## src/rtl/pwm_ramp_pkg.sv

```systemverilog
// pwm_ramp_pkg: shared definitions for the PWM ramp sequencer.
//   - FSM state type and state constants
//   - PWM core load-register base address and address helper
//   - AXI OKAY response code
package pwm_ramp_pkg;

    typedef logic [1:0] ramp_state_t;

    localparam ramp_state_t StIdle  = 2'd0;
    localparam ramp_state_t StScan  = 2'd1;
    localparam ramp_state_t StIssue = 2'd2;
    localparam ramp_state_t StResp  = 2'd3;

    localparam logic [8:0] PWM_LOAD_BASE = 9'h100;
    localparam logic [1:0] OKAY          = 2'b00;

    // Load register of channel ch lives at 0x100 + 4*ch.
    function automatic logic [8:0] load_addr(input logic [5:0] ch);
        return PWM_LOAD_BASE | {1'b0, ch, 2'b00};
    endfunction

endpackage

```

## src/rtl/pwm_tick_gen.sv

```systemverilog
// pwm_tick_gen: free-running divider producing a one-cycle tick strobe every
// C_TICK_DIV clock cycles (counter runs 0..C_TICK_DIV-1, tick on the last count).
// Ports:
//   S_AXI_ACLK  clock
//   reset       synchronous active-high reset (counter to 0)
//   tick_o      one-cycle strobe at counter wrap
module pwm_tick_gen #(
    parameter int unsigned C_TICK_DIV = 100000
) (
    input  logic S_AXI_ACLK,
    input  logic reset,
    output logic tick_o
);

    localparam int unsigned CntW = $clog2(C_TICK_DIV);
    localparam logic [CntW-1:0] CntMax = CntW'(C_TICK_DIV - 1);

    logic [CntW-1:0] cnt_q, cnt_d;

    assign tick_o = (cnt_q == CntMax);

    always_comb begin
        cnt_d = tick_o ? '0 : cnt_q + 1'b1;
    end

    always_ff @(posedge S_AXI_ACLK) begin
        if (reset) begin
            cnt_q <= '0;
        end else begin
            cnt_q <= cnt_d;
        end
    end

endmodule

```

## src/rtl/axi_pwm_ramp_sequencer.sv

```systemverilog
// axi_pwm_ramp_sequencer: AXI4-Lite write master that slews the duty value of
// each PWM channel toward a software target, one bounded step per update tick,
// writing each new value to the PWM core load register 0x100 + 4*ch.
// Ports:
//   S_AXI_ACLK, reset        clock, synchronous active-high reset
//   tgt_wr_i/chan/value/step local target load strobe (out-of-range chan ignored)
//   busy_o                   scan in progress
//   settled_o                every channel's current value equals its target
//   M_AXI_AW*/W*/B*          AXI4-Lite write channels toward the PWM core
// Optional (macro PWM_RAMP_STATUS_EN):
//   overrun_cnt_o            saturating count of dropped ticks
//   bresp_err_o              sticky OR of non-OKAY write responses
module axi_pwm_ramp_sequencer
    import pwm_ramp_pkg::*;
#(
    parameter int unsigned C_NUM_PWM   = 2,
    parameter int unsigned C_PWM_WIDTH = 24,
    parameter int unsigned C_TICK_DIV  = 100000
) (
    input  logic                   S_AXI_ACLK,
    input  logic                   reset,
    input  logic                   tgt_wr_i,
    input  logic [5:0]             tgt_chan_i,
    input  logic [C_PWM_WIDTH-1:0] tgt_value_i,
    input  logic [C_PWM_WIDTH-1:0] tgt_step_i,
    output logic                   busy_o,
    output logic                   settled_o,
`ifdef PWM_RAMP_STATUS_EN
    output logic [15:0]            overrun_cnt_o,
    output logic [1:0]             bresp_err_o,
`endif
    output logic [8:0]             M_AXI_AWADDR,
    output logic                   M_AXI_AWVALID,
    input  logic                   M_AXI_AWREADY,
    output logic [31:0]            M_AXI_WDATA,
    output logic [3:0]             M_AXI_WSTRB,
    output logic                   M_AXI_WVALID,
    input  logic                   M_AXI_WREADY,
    input  logic [1:0]             M_AXI_BRESP,
    input  logic                   M_AXI_BVALID,
    output logic                   M_AXI_BREADY
);

    localparam int unsigned IdxW = (C_NUM_PWM > 1) ? $clog2(C_NUM_PWM) : 1;

    logic [C_PWM_WIDTH-1:0] cur_q  [C_NUM_PWM];
    logic [C_PWM_WIDTH-1:0] tgt_q  [C_NUM_PWM];
    logic [C_PWM_WIDTH-1:0] step_q [C_NUM_PWM];

    ramp_state_t            state_q, state_d;
    logic [5:0]             ch_q, ch_d;
    logic [C_PWM_WIDTH-1:0] nxt_q, nxt_d, nxt_c;
    logic                   awvalid_q, awvalid_d, wvalid_q, wvalid_d, bready_q, bready_d;
    logic [8:0]             awaddr_q, awaddr_d;
    logic [31:0]            wdata_q, wdata_d;
    logic                   tick_pend_q, tick_pend_d;
    logic                   settled_q, settled_d;
    logic                   tick, cur_we, tgt_hit, last_ch;
    logic [IdxW-1:0]        idx, tidx;
    logic [C_PWM_WIDTH-1:0] cur_c, tgt_c, step_c, dist_c;
    logic                   up_c;

    pwm_tick_gen #(
        .C_TICK_DIV(C_TICK_DIV)
    ) u_tick_gen (
        .S_AXI_ACLK(S_AXI_ACLK),
        .reset     (reset),
        .tick_o    (tick)
    );

    assign idx     = ch_q[IdxW-1:0];
    assign tidx    = tgt_chan_i[IdxW-1:0];
    assign tgt_hit = tgt_wr_i && ({1'b0, tgt_chan_i} < 7'(C_NUM_PWM));
    assign last_ch = (ch_q == 6'(C_NUM_PWM - 1));

    // Slew-limited next value; clamps to target so it never overshoots or wraps.
    always_comb begin
        cur_c  = cur_q[idx];
        tgt_c  = tgt_q[idx];
        step_c = step_q[idx];
        up_c   = (tgt_c > cur_c);
        dist_c = up_c ? (tgt_c - cur_c) : (cur_c - tgt_c);
        if ((step_c == '0) || (dist_c <= step_c)) begin
            nxt_c = tgt_c;
        end else begin
            nxt_c = up_c ? (cur_c + step_c) : (cur_c - step_c);
        end
    end

    // A tick that lands while one is already pending is lost (overrun); a tick
    // coinciding with consumption of the pending one re-arms it.
    always_comb begin
        tick_pend_d = tick_pend_q;
        if ((state_q == StIdle) && tick_pend_q) begin
            tick_pend_d = tick;
        end else if (tick) begin
            tick_pend_d = 1'b1;
        end
    end

    always_comb begin
        settled_d = 1'b1;
        for (int i = 0; i < int'(C_NUM_PWM); i++) begin
            if (cur_q[i] != tgt_q[i]) begin
                settled_d = 1'b0;
            end
        end
    end

    always_comb begin
        state_d   = state_q;
        ch_d      = ch_q;
        nxt_d     = nxt_q;
        awvalid_d = awvalid_q;
        wvalid_d  = wvalid_q;
        bready_d  = bready_q;
        awaddr_d  = awaddr_q;
        wdata_d   = wdata_q;
        cur_we    = 1'b0;
        case (state_q)
            StIdle: begin
                if (tick_pend_q) begin
                    ch_d    = '0;
                    state_d = StScan;
                end
            end
            StScan: begin
                if (cur_c != tgt_c) begin
                    nxt_d     = nxt_c;
                    awaddr_d  = load_addr(ch_q);
                    wdata_d   = 32'(nxt_c);
                    awvalid_d = 1'b1;
                    wvalid_d  = 1'b1;
                    state_d   = StIssue;
                end else if (last_ch) begin
                    state_d = StIdle;
                end else begin
                    ch_d = ch_q + 6'd1;
                end
            end
            StIssue: begin
                if (M_AXI_AWREADY) awvalid_d = 1'b0;
                if (M_AXI_WREADY)  wvalid_d  = 1'b0;
                if (!awvalid_d && !wvalid_d) begin
                    bready_d = 1'b1;
                    state_d  = StResp;
                end
            end
            StResp: begin
                if (M_AXI_BVALID) begin
                    cur_we   = 1'b1;
                    bready_d = 1'b0;
                    if (last_ch) begin
                        state_d = StIdle;
                    end else begin
                        ch_d    = ch_q + 6'd1;
                        state_d = StScan;
                    end
                end
            end
            default: state_d = StIdle;
        endcase
    end

    always_ff @(posedge S_AXI_ACLK) begin
        if (reset) begin
            state_q     <= StIdle;
            ch_q        <= '0;
            nxt_q       <= '0;
            awvalid_q   <= 1'b0;
            wvalid_q    <= 1'b0;
            bready_q    <= 1'b0;
            awaddr_q    <= '0;
            wdata_q     <= '0;
            tick_pend_q <= 1'b0;
            settled_q   <= 1'b1;
        end else begin
            state_q     <= state_d;
            ch_q        <= ch_d;
            nxt_q       <= nxt_d;
            awvalid_q   <= awvalid_d;
            wvalid_q    <= wvalid_d;
            bready_q    <= bready_d;
            awaddr_q    <= awaddr_d;
            wdata_q     <= wdata_d;
            tick_pend_q <= tick_pend_d;
            settled_q   <= settled_d;
        end
    end

    // cur and tgt are written from independent sources, so a response landing
    // on the channel being retargeted updates both.
    always_ff @(posedge S_AXI_ACLK) begin
        if (reset) begin
            for (int i = 0; i < int'(C_NUM_PWM); i++) begin
                cur_q[i]  <= '0;
                tgt_q[i]  <= '0;
                step_q[i] <= '0;
            end
        end else begin
            if (cur_we) begin
                cur_q[idx] <= nxt_q;
            end
            if (tgt_hit) begin
                tgt_q[tidx]  <= tgt_value_i;
                step_q[tidx] <= tgt_step_i;
            end
        end
    end

`ifdef PWM_RAMP_STATUS_EN
    logic [15:0] overrun_cnt_q;
    logic [1:0]  bresp_err_q;
    logic        overrun;

    assign overrun = tick && tick_pend_q && (state_q != StIdle);

    always_ff @(posedge S_AXI_ACLK) begin
        if (reset) begin
            overrun_cnt_q <= '0;
            bresp_err_q   <= '0;
        end else begin
            if (overrun && (overrun_cnt_q != 16'hFFFF)) begin
                overrun_cnt_q <= overrun_cnt_q + 16'd1;
            end
            if ((state_q == StResp) && M_AXI_BVALID && (M_AXI_BRESP != OKAY)) begin
                bresp_err_q <= bresp_err_q | M_AXI_BRESP;
            end
        end
    end

    assign overrun_cnt_o = overrun_cnt_q;
    assign bresp_err_o   = bresp_err_q;
`else
    logic unused_bresp;
    assign unused_bresp = ^M_AXI_BRESP;
`endif

    assign busy_o        = (state_q != StIdle);
    assign settled_o     = settled_q;
    assign M_AXI_AWADDR  = awaddr_q;
    assign M_AXI_AWVALID = awvalid_q;
    assign M_AXI_WDATA   = wdata_q;
    assign M_AXI_WSTRB   = 4'hF;
    assign M_AXI_WVALID  = wvalid_q;
    assign M_AXI_BREADY  = bready_q;

endmodule
```

## config.mk

```make
export PLATFORM = sky130hd
export DESIGN_NAME = axi_pwm_ramp_sequencer
export DESIGN_NICKNAME = d
export VERILOG_FILES = /design/src/rtl/pwm_ramp_pkg.sv /design/src/rtl/pwm_tick_gen.sv /design/src/rtl/axi_pwm_ramp_sequencer.sv
export SDC_FILE = /design/constraint.sdc
export NUM_CORES = 1
export LEC_CHECK = 0
export CELL_PAD_IN_SITES_DETAIL_PLACEMENT = 0
export CELL_PAD_IN_SITES_GLOBAL_PLACEMENT = 2
export CORE_MARGIN = 2
export CORE_UTILIZATION = 40
export DETAILED_ROUTE_END_ITERATION = 10
export MAX_ROUTING_LAYER = met4
export PLACE_DENSITY_LB_ADDON = 0.25
export SYNTH_ARGS = -nofsm -noshare
export SYNTH_HDL_FRONTEND = slang
export SYNTH_SLANG_ARGS = --single-unit
```

## constraint.sdc

```tcl
create_clock -name S_AXI_ACLK -period 18.07 [get_ports S_AXI_ACLK]
set_input_delay 4.5175 -clock S_AXI_ACLK [delete_from_list [all_inputs] [get_ports S_AXI_ACLK]]
set_output_delay 4.5175 -clock S_AXI_ACLK [all_outputs]
set_load 0.1 [all_outputs]
```

---- After elaboration in Yosys (flattened, before gate mapping) ----
Memories as Yosys holds them, arrays and structs flattened. A register that Yosys moved wholly into a read port is not among the register bits.
Cells that the tools add are included.
Widths: inputs -> output; s select.
word-level totals
  memories ................................ 3
  bits in read-only memories .............. 0
  register bits after elaboration ......... 61
  input bits .............................. 62
  bits in latches ......................... 0
  memory bits (writable) .................. 144
  output and inout bits ................... 50
operators by class
  mux-type cells .......................... 54
  reduce and logical (&&, ||, !) cells .... 22
  eq/ne operators ......................... 14
  bitwise gates (word level) .............. 0
  add/sub/neg operators ................... 6
  shift-type cells ........................ 0
  divide/modulo/power cells ............... 0
  magnitude comparators ................... 3
  multipliers ............................. 0
memory list
  name    words  width  read ports  clocked after Yosys merged registers in  write ports  RTL line                      text
  cur_q   2      24     3           1                                        2            axi_pwm_ramp_sequencer.sv:46  logic [C_PWM_WIDTH-1:0] cur_q [C_NUM_PWM];
  step_q  2      24     1           1                                        2            axi_pwm_ramp_sequencer.sv:48  logic [C_PWM_WIDTH-1:0] step_q [C_NUM_PWM];
  tgt_q   2      24     3           1                                        2            axi_pwm_ramp_sequencer.sv:47  logic [C_PWM_WIDTH-1:0] tgt_q [C_NUM_PWM];
operators with widths
  cell                   number
  $mux 24                6
  $ne 24x24->1           3
  $reduce_or 24->1       3
  $sub 24x24->24         3
  $mux 1                 34
  $add 24x24->24         1
  $gt 24x24->1           1
  $le 24x24->1           1
  $logic_not 24->1       1
  $mux 6                 4
  $pmux 6 s3             1
  $add 17x1->17 const B  1
  $eq 17x17->1 const B   1
  $mux 2                 5
  $ne 2x2->1 const B     5
  $pmux 2 s4             1
  $reduce_and 4->1       2
  $reduce_bool 2->1      4
  $add 6x1->6 const B    1
  $eq 6x1->1 const B     1
  $lt 6x2->1 const B     1
  $pmux 1 s2             3
  $eq 2x2->1 const B     2
  $reduce_and 2->1       2
  9 further kinds        12

---- Longest topological paths before layout ----
Gate-level depths: netlist of run 1.
  word-level depth ........................ 7
  depth in mapped cells ................... 34
  depth with buffers taken out ............ 26

---- By module ----
From an unflattened synthesis of run 1, not the netlist that was laid out.
second synthesis, totals
  cell total of the unflattened synthesis .. 1482
  area, all modules ....................... 14451.4 um^2
by module, submodules not included
  module                  area each (um^2)  cells each  times used
  axi_pwm_ramp_sequencer  13654.3           1394        1
  pwm_tick_gen            797.0             88          1

---- Least setup slack after synthesis of run 1 ----
No wires, ideal clock.
  kind .................................... flip-flop to flip-flop
  start ................................... reg with a tool-made name
  end ..................................... reg wdata_q[20], in the netlist M_AXI_WDATA[20]
  stages on the path, launching flop included .. 30
  path slack .............................. 11.584 ns
  required time ........................... 17.999 ns
  arrival ................................. 6.415 ns
  path through ............................ dfxtp_1 > buf_4 > buf_2 > buf_4 > buf_1 > buf_1 > mux2i_1 > inv_1 > ha_1 > inv_1 > fa_1 > nand3_1 > a21oi_2 > o31ai_1 > nand3_1 > nand2_1 > buf_2 > clkbuf_1 > o21ai_0 > fa_1 > a211o_1 > o211ai_1 > and2_1 > o211ai_1 > a311oi_1 > o21bai_1 > a21oi_1 > xor2_1 > or3_1 > a21oi_1
RTL lines
  item                    RTL line                       text
  end signal: assignment  axi_pwm_ramp_sequencer.sv:185  wdata_q <= wdata_d;
  end: declaration        axi_pwm_ramp_sequencer.sv:55   logic [31:0] wdata_q, wdata_d;

==> results.md, run 1 <==
- Status: finished clean
- Critical Path Sink Type: register
- Initial core utilization: ~41%
- Syn avg cell area: between 9 and 10 um2
- Design Area, Final: 16000 um2
- Largest net degree at the start of global routing: between 50 and 60
- CTS root buf: clkbuf_16
- Die X: roughly 190 um
- Post-route DRC: 0
- Layout area overhead: 13.8%
- Worst path bufs/invs: 4
- Share of layout cells above drive strength 1: 6.49%
- Clk slew on worst S/H paths: 0.06 ns
- Ys async rst share: 0%
- Class of the worst hold path: reg -> reg
- Seq/Total Area, Yosys: 39.6%
- H-tree depth: 1
- Clk sink count: approximately 210
- Reg2Reg Setup Slack: 9.55 ns
- Vias in the first global route: around 10000
- WL/cell: 19.7 um
- Layout net count: between 1500 and 2000
- Post-detail-place hpwl: ~28000 um
- Levels on crit path: 24
- Final setup viols: 0
- Number of port buffers: 95
- Tot GR Track Use: 22.1%
- First drt pass iteration count: 5
- Tmin final: about 8.5 ns
- Syn Std Cell Area: roughly 14000 um2
- Cells on worst reg2reg path: 24
- Unrepaired setup endpoints after global routing: false
- Rel. slew slack: ~31%
- Post-CTS setup buffer count: 0
- Synth area leaders: edfxtp_1 (31%), dfxtp_1 (8.8%), ha_1 (8.7%)
- Area of the die: ~37000 um2
- Top FF cell, synth: edfxtp_1
- Commonest non-fill, non-tap cell in the layout: and2_1
- Hold Crit Start: M_AXI_AWADDR[3]
- WP data required: roughly 18 ns
- Chip Height: ~190 um
- DRT Wirelength: about 39000 um
- Slew of the pin with the lowest slew margin: ~1.0 ns
- Post-synth EDFFs: roughly 140
- Clock Skew: between 0.01 and 0.015 ns
- Clock Latency Late Sink: 0.53 ns
- CP top delay family: simple AND/OR/NAND/NOR gates
- CP cell instances: buf_4 -> mux2i_1 -> inv_1 -> ha_1 -> nand4_2 -> nor4_4 -> nand2_1 -> nand2_1 -> buf_4 -> mux2i_1 -> a32oi_1 -> o31ai_1 -> o41ai_1 -> a211oi_1 -> ha_1 -> nand4_1 -> nor2_1 -> nand3_1 -> nor4_1 -> or3_1 -> buf_4 -> mux2i_1 -> o21ai_0 -> nor2b_1
- Placed Area: 15300 um2
- Yosys warning total: 0
- Leading area contributor after synthesis: edfxtp_1
- Top-area cell type share of the netlist area: 30.8%
- Routability cong.: about 0.85
- #FFs+latches synth: 206
- Hold_buf cts: 0
- Gr ovfl total: 0
- Initial drt markers: between 600 and 700
- Pins Over Slew Limit: 0
- Vias after detailed routing: between 10000 and 15000
- CTS tree: done
- Initial antenna violation count: 0
- First-pass GRT wire length: roughly 60000 um
- Fin. Hold Viols: 0
- FP Rows: between 60 and 70
- CP arrival: about 8.9 ns
- CP max FO: 50
- Pleak: between 6 and 7 nW
- Most frequent cells in the layout: and2_1 (149), edfxtp_1 (144), nand2_1 (100)
- CTS Buf Count: 24
- Post-cts resize count: 0
- Slowest CP cell: dfxtp_4
- # diodes: 0
- Max clock buf depth: 3
- Max Cap Viol: 0
- Cell variety after synth: 80
- Mapped Cells: 1441
- Maximum clock frequency: between 0.1 and 0.15 GHz
- Via density: between 5 and 6
- Antenna Nets Post-Route: 0
- CP Class: reg -> reg
- Critical Path Start Type: register
- Dpl ws: ~9.5 ns
- Setup TNS Final: 0 ns
- Slowest stage delay, CP: roughly 0.75 ns
- IO Pins: about 110
- Power density over the cells: 120 nW/um2
- WHS Path Cells: 2
- Worst vdd ir: between 0.0001 and 0.00015 V
- Final Worst Setup Slack: 9.55 ns
- Final cycle utilization of the critical path: between 40% and 50%
- Area of the core: approximately 35000 um2
worst paths after layout:
| check | end |
|---|---|
| max | M_AXI_WDATA[1] |
| min | M_AXI_AWADDR[3] |
| max reg2reg | M_AXI_WDATA[1] |
| min reg2reg | M_AXI_AWADDR[3] |
metrics by stage:
| stage | cells | hold WS, ns | utilization, % | total power, W |
|---|---|---|---|---|
| after global placement | 1937 | 0.445 | 44.2 | 0.00147 |
| after global routing | 1981 | 0.477 | 46.3 | 0.00203 |
| after detailed placement | 1937 | 0.449 | 44.2 | 0.00147 |
| after CTS | 1981 | 0.458 | 46.3 | 0.00193 |
| final | 1981 | 0.453 | 46.3 | 0.00191 |
| after floorplan | 1453 | 0.430 | - | 0.00126 |
power by group:
part | internal [W] | switching, W | leakage, nW | total (W)
Clock | 0.000259 | 0.000193 | 0.356 | 0.000452
Sequential | 0.000548 | 0.0000441 | 1.91 | 0.000592
Combinational | 0.000292 | 0.000579 | 3.89 | 0.000870
Total | 0.00110 | 0.000816 | 6.16 | 0.00191
cell usage after synthesis, types with 8 or more instances:
cell type / number
and2_1: 149
edfxtp_1: 144
nand2_1: 100
ha_1: 98
xnor2_1: 95
nor2_1: 93
a21oi_1: 90
mux2i_1: 82
inv_1: 74
dfxtp_1: 62
o21ai_0: 47
xor2_1: 34
clkbuf_1: 32
nand4_1: 30
a21o_1: 28
nand3_1: 27
buf_4: 25
a211oi_1: 23
nor3_1: 16
mux2_2: 15
o31ai_1: 10
buf_2: 9
o211ai_1: 9
and3_1: 8
nor2b_1: 8
or2_2: 8
worst min-delay path: stages, from the launching register on:
cell     delay, ns
dfxtp_1       0.31
nand2_1       0.05
a21oi_1       0.05
flip-flops by register name, indices dropped and copies added, names as in the netlist, 6 cells and up, named ones only:
signal,count
M_AXI_WDATA,24
tgt_q,48
ch_q,6
step_q,48
M_AXI_AWADDR,7
cur_q,48
u_tick_gen.cnt_q,17
per-layer routing:
layer	up-vias	share of wire [%]	track usage [%]
met5	-	0	-
met4	0	1.7	4.17
met3	46	4.0	2.02
met2	223	48	36.1
met1	5053	46	30.1
li1	5211	-	-
area by class of cell:
type	instances	area, um2
Clock buffer	33	676
Clock inverter	11	46.3
Fill cell	3322	18600
Inverter	75	282
Multi-Input combinational cell	1093	7800
Sequential cell	206	5570
Tap cell	455	569
Timing Repair Buffer	108	1040
logic make-up (layout without fill, tap and decap cells):
logic type                 count (synthesis)  count (layout)  share of synthesized area, %
muxes                                     97              97                          7.05
other                                      2              14                        0.0535
and+or+nand+nor                          482             482                          18.3
AOI/OAI and AO/OA                        270             270                          12.5
DFF                                      206             206                          39.6
buffers and inverters                    154             227                          5.35
adders and majority gates                101             101                          9.16
xor gates and xnor gates                 129             129                          8.04
Power figures use the tool's default switching activity.
==> inputs of run 2 (changes only) <==
--- a/config.mk
+++ b/config.mk
@@ -8,7 +8,7 @@
 export CELL_PAD_IN_SITES_DETAIL_PLACEMENT = 0
 export CELL_PAD_IN_SITES_GLOBAL_PLACEMENT = 2
 export CORE_MARGIN = 2
-export CORE_UTILIZATION = 40
+export CORE_UTILIZATION = 35
 export DETAILED_ROUTE_END_ITERATION = 10
 export MAX_ROUTING_LAYER = met4
 export PLACE_DENSITY_LB_ADDON = 0.25
==> constraint.sdc (replaced) <==
create_clock -name S_AXI_ACLK -period 7.6 [get_ports S_AXI_ACLK]
set_input_delay 1.9 -clock S_AXI_ACLK [delete_from_list [all_inputs] [get_ports S_AXI_ACLK]]
set_output_delay 1.9 -clock S_AXI_ACLK [all_outputs]
set_load 0.1 [all_outputs]
==> run 2 against run 1 <==
Effect of this change:
- total power rose by 150%
- count of clock-buffer cells in the layout fell by 2
- routed wire length rose by 4.7%
- cell count rose by 4.5%
- hold slack barely moved
- critical endpoint is now M_AXI_WDATA[9]
==> results.md, run 2 (same netlist as run 1, synthesis figures left out) <==
- Status: finished clean
- Metal3 WL: 1480 um (-4.0%)
- Worst vdd ir: 0.000226 V (+120%)
- Wire length on met1: 19000 um (+5.1%)
- Hold Slack: 0.453 ns (-0.000109 ns)
- Chip Height: 204 um (+6.8%)
- Die X: 204 um (+6.8%)
- Most frequent cells in the layout: and2_1 (149), edfxtp_1 (144), nand2_1 (100)
- Worst reg2reg path endpoint: M_AXI_WDATA[9]
- Hold Crit Start: M_AXI_AWADDR[2]
- Max Cap Viol: 0 (unchanged)
- Initial core utilization: 35.4% (-5.2 points)
- Clock Skew: 0.0139 ns (+0.000759 ns)
- # diodes: 0 (unchanged)
- Commonest non-fill, non-tap cell in the layout: and2_1
- Number of port buffers: 95 (unchanged)
- Critical Path Start Type: register
- Fin cells: 2071 (+4.5%)
- Clk slew on worst S/H paths: 0.06 ns (about the same)
- Layout net count: 1691 (+1.2%)
- CTS Buf Count: 24 (unchanged)
- Area of the die: 41800 um2 (+14%)
- Vias in the first global route: 10400 (-0.25%)
- Post-route DRC: 0 (unchanged)
- WL/cell: 19.7 um (+0.18%)
- Hold Path End: M_AXI_AWADDR[2]
- Placed Area: 15500 um2 (+1.7%)
- CP max FO: 21 (-58%)
- Hold_buf cts: 0 (unchanged)
- WHS Path Cells: 2 (unchanged)
- Initial drt markers: 635 (-8.8%)
- Reg2Reg Setup Slack: 0.78 ns (-8.77 ns)
- Design Area, Final: 16300 um2 (+2.1%)
- Post-detail-place hpwl: 29900 um (+6.5%)
- Metal2 WL: 19600 um (+4.6%)
- Cells on worst reg2reg path: 26 (+8.3%)
- IO Pins: 112 (unchanged)
- Area of the core: 39600 um2 (+15%)
- Pleak: 6.30 nW (+2.2%)
- Tot GR Track Use: 20.1% (-2.1 points)
- Layout area overhead: 16.2%
- CTS root buf: clkbuf_16
- Top routing layer used: met4
- Routability cong.: 0.833 (-2.0%)
- Power density over the cells: 287 nW/um2 (+140%)
- Clock Latency Late Sink: 0.54 ns (about the same)
- Initial antenna violation count: 0 (unchanged)
- Tmin final: 6.82 ns (-1.70 ns)
- First drt pass iteration count: 5 (unchanged)
- CP arrival: 7.27 ns (-1.65 ns)
- Setup TNS Final: 0 ns (unchanged)
- Rel. slew slack: 30.3% (-0.31 points)
- CP Class: reg -> reg
- Largest net degree at the start of global routing: 51 (unchanged)
- Gr ovfl total: 0 (unchanged)
- Max clock buf depth: 3 (unchanged)
- Slew of the pin with the lowest slew margin: 1.04 ns (+0.00462 ns)
- Antenna Nets Post-Route: 0 (unchanged)
- Class of the worst hold path: reg -> reg
- Filler Cell Count: 3958 (+19%)
- FP Rows: 73 (+7.4%)
- H-tree depth: 1 (unchanged)
- Final setup viols: 0 (unchanged)
- DP Cell Count: 2026 (+4.6%)
- Unrepaired setup endpoints after global routing: false
- WP data required: 8.05 ns (-10.42 ns)
- DRT Wirelength: 40800 um (+4.7%)
- Registers with the most flip-flops: cur_q x48, step_q x48, tgt_q x48
- Total power: 0.00469 W (+150%)
- Critical Path Sink Type: register
- CTS tree: done
- Final cycle utilization of the critical path: 89.7% (+43 points)
- Pins Over Slew Limit: 0 (unchanged)
- Clk sink count: 206 (unchanged)
- Fin. Hold Viols: 0 (unchanged)
- First-pass GRT wire length: 61600 um (+2.4%)
- Maximum clock frequency: 0.147 GHz (+25%)
- Via density: 5.12 (-3.7%)
- Share of layout cells above drive strength 1: 8.02% (+1.5 points)
- Vias after detailed routing: 10600 (+0.71%)
-- run 2: cell count changes in the layout (fill, tap and decap cells not counted) --
cell,previous run,this run
buf_12,0,3
buf_4,13,30
bufinv_16,0,2
clkbuf_1,6,4
clkbuf_16,25,24
clkbuf_8,2,3
clkinv_1,8,5
clkinv_2,4,5
clkinv_8,0,1
clkinvlp_4,0,1
or2_2,8,6
or2_4,0,2
-- run 2: repair_timing --
action	CTS	global route
gates resized for setup	0	0
endpoints found under the hold margin	0	0
setup endpoints to repair	0	3
buffers inserted	0	1
-- run 2: worst max-delay path by stage --
stage	startpoint	to	slack (ns)
after CTS	register	M_AXI_WDATA[9]	0.56
final	register	M_AXI_WDATA[9]	0.78
after floorplan	register	M_AXI_WDATA[20]	1.11
after global placement	register	M_AXI_WDATA[4]	0.63
after detailed placement	register	M_AXI_WDATA[4]	0.58
after global routing	register	M_AXI_WDATA[9]	0.21
-- run 2: power by group --
group | switching (W) | internal [W] | total, W | leakage (nW)
sequential | 0.000101 | 0.00130 | 0.00140 | 1.91
combinational | 0.00140 | 0.000733 | 0.00213 | 4.00
clock | 0.000476 | 0.000677 | 0.00115 | 0.383
total | 0.00198 | 0.00271 | 0.00469 | 6.30
-- run 2: cell type report --
type	count	area [um2]	share of cell area [%]
sequential	206	5570	34.1
clock buffer	31	657	4.02
timing repair buffer	128	1230	7.54
tap	525	657	4.02
inverter	75	282	1.72
clock inverter	13	124	0.759
multi-input combinational	1093	7800	47.8
-- run 2: stage by stage --
stage / utilization (%) / setup slack [ns]
2_1_floorplan: - / 1.11
3_3_place_gp: 39.2 / 0.631
3_5_place_dp: 39.2 / 0.581
4_1_cts: 41.1 / 0.561
5_1_grt: 41.2 / 0.206
6_report: 41.2 / 0.780
-- run 2: routing by layer --
layer / track usage, % / vias to the layer above
met4: 4.37 / 0
met1: 26.5 / 5131
met2: 33.3 / 185
met3: 1.96 / 46
li1: - / 5246
met5: - / -
-- run 2: critical path: stages (launching register included) --
cell	delay, ns
dfxtp_4	0.63
mux2i_1	0.45
inv_1	0.09
ha_1	0.45
nand4_2	0.22
nor4_4	0.40
o31ai_1	0.18
and3_4	0.24
nor2_4	0.50
buf_4	0.33
o211ai_2	0.15
a31oi_4	0.25
o31ai_4	0.13
o311ai_1	0.30
a211oi_1	0.10
ha_1	0.31
nand4_1	0.08
nor2_1	0.20
nand3_1	0.20
o211ai_1	0.20
a31oi_1	0.05
or3_1	0.42
buf_12	0.18
buf_4	0.20
nor2_1	0.12
a21oi_1	0.07
a211oi_1	0.24
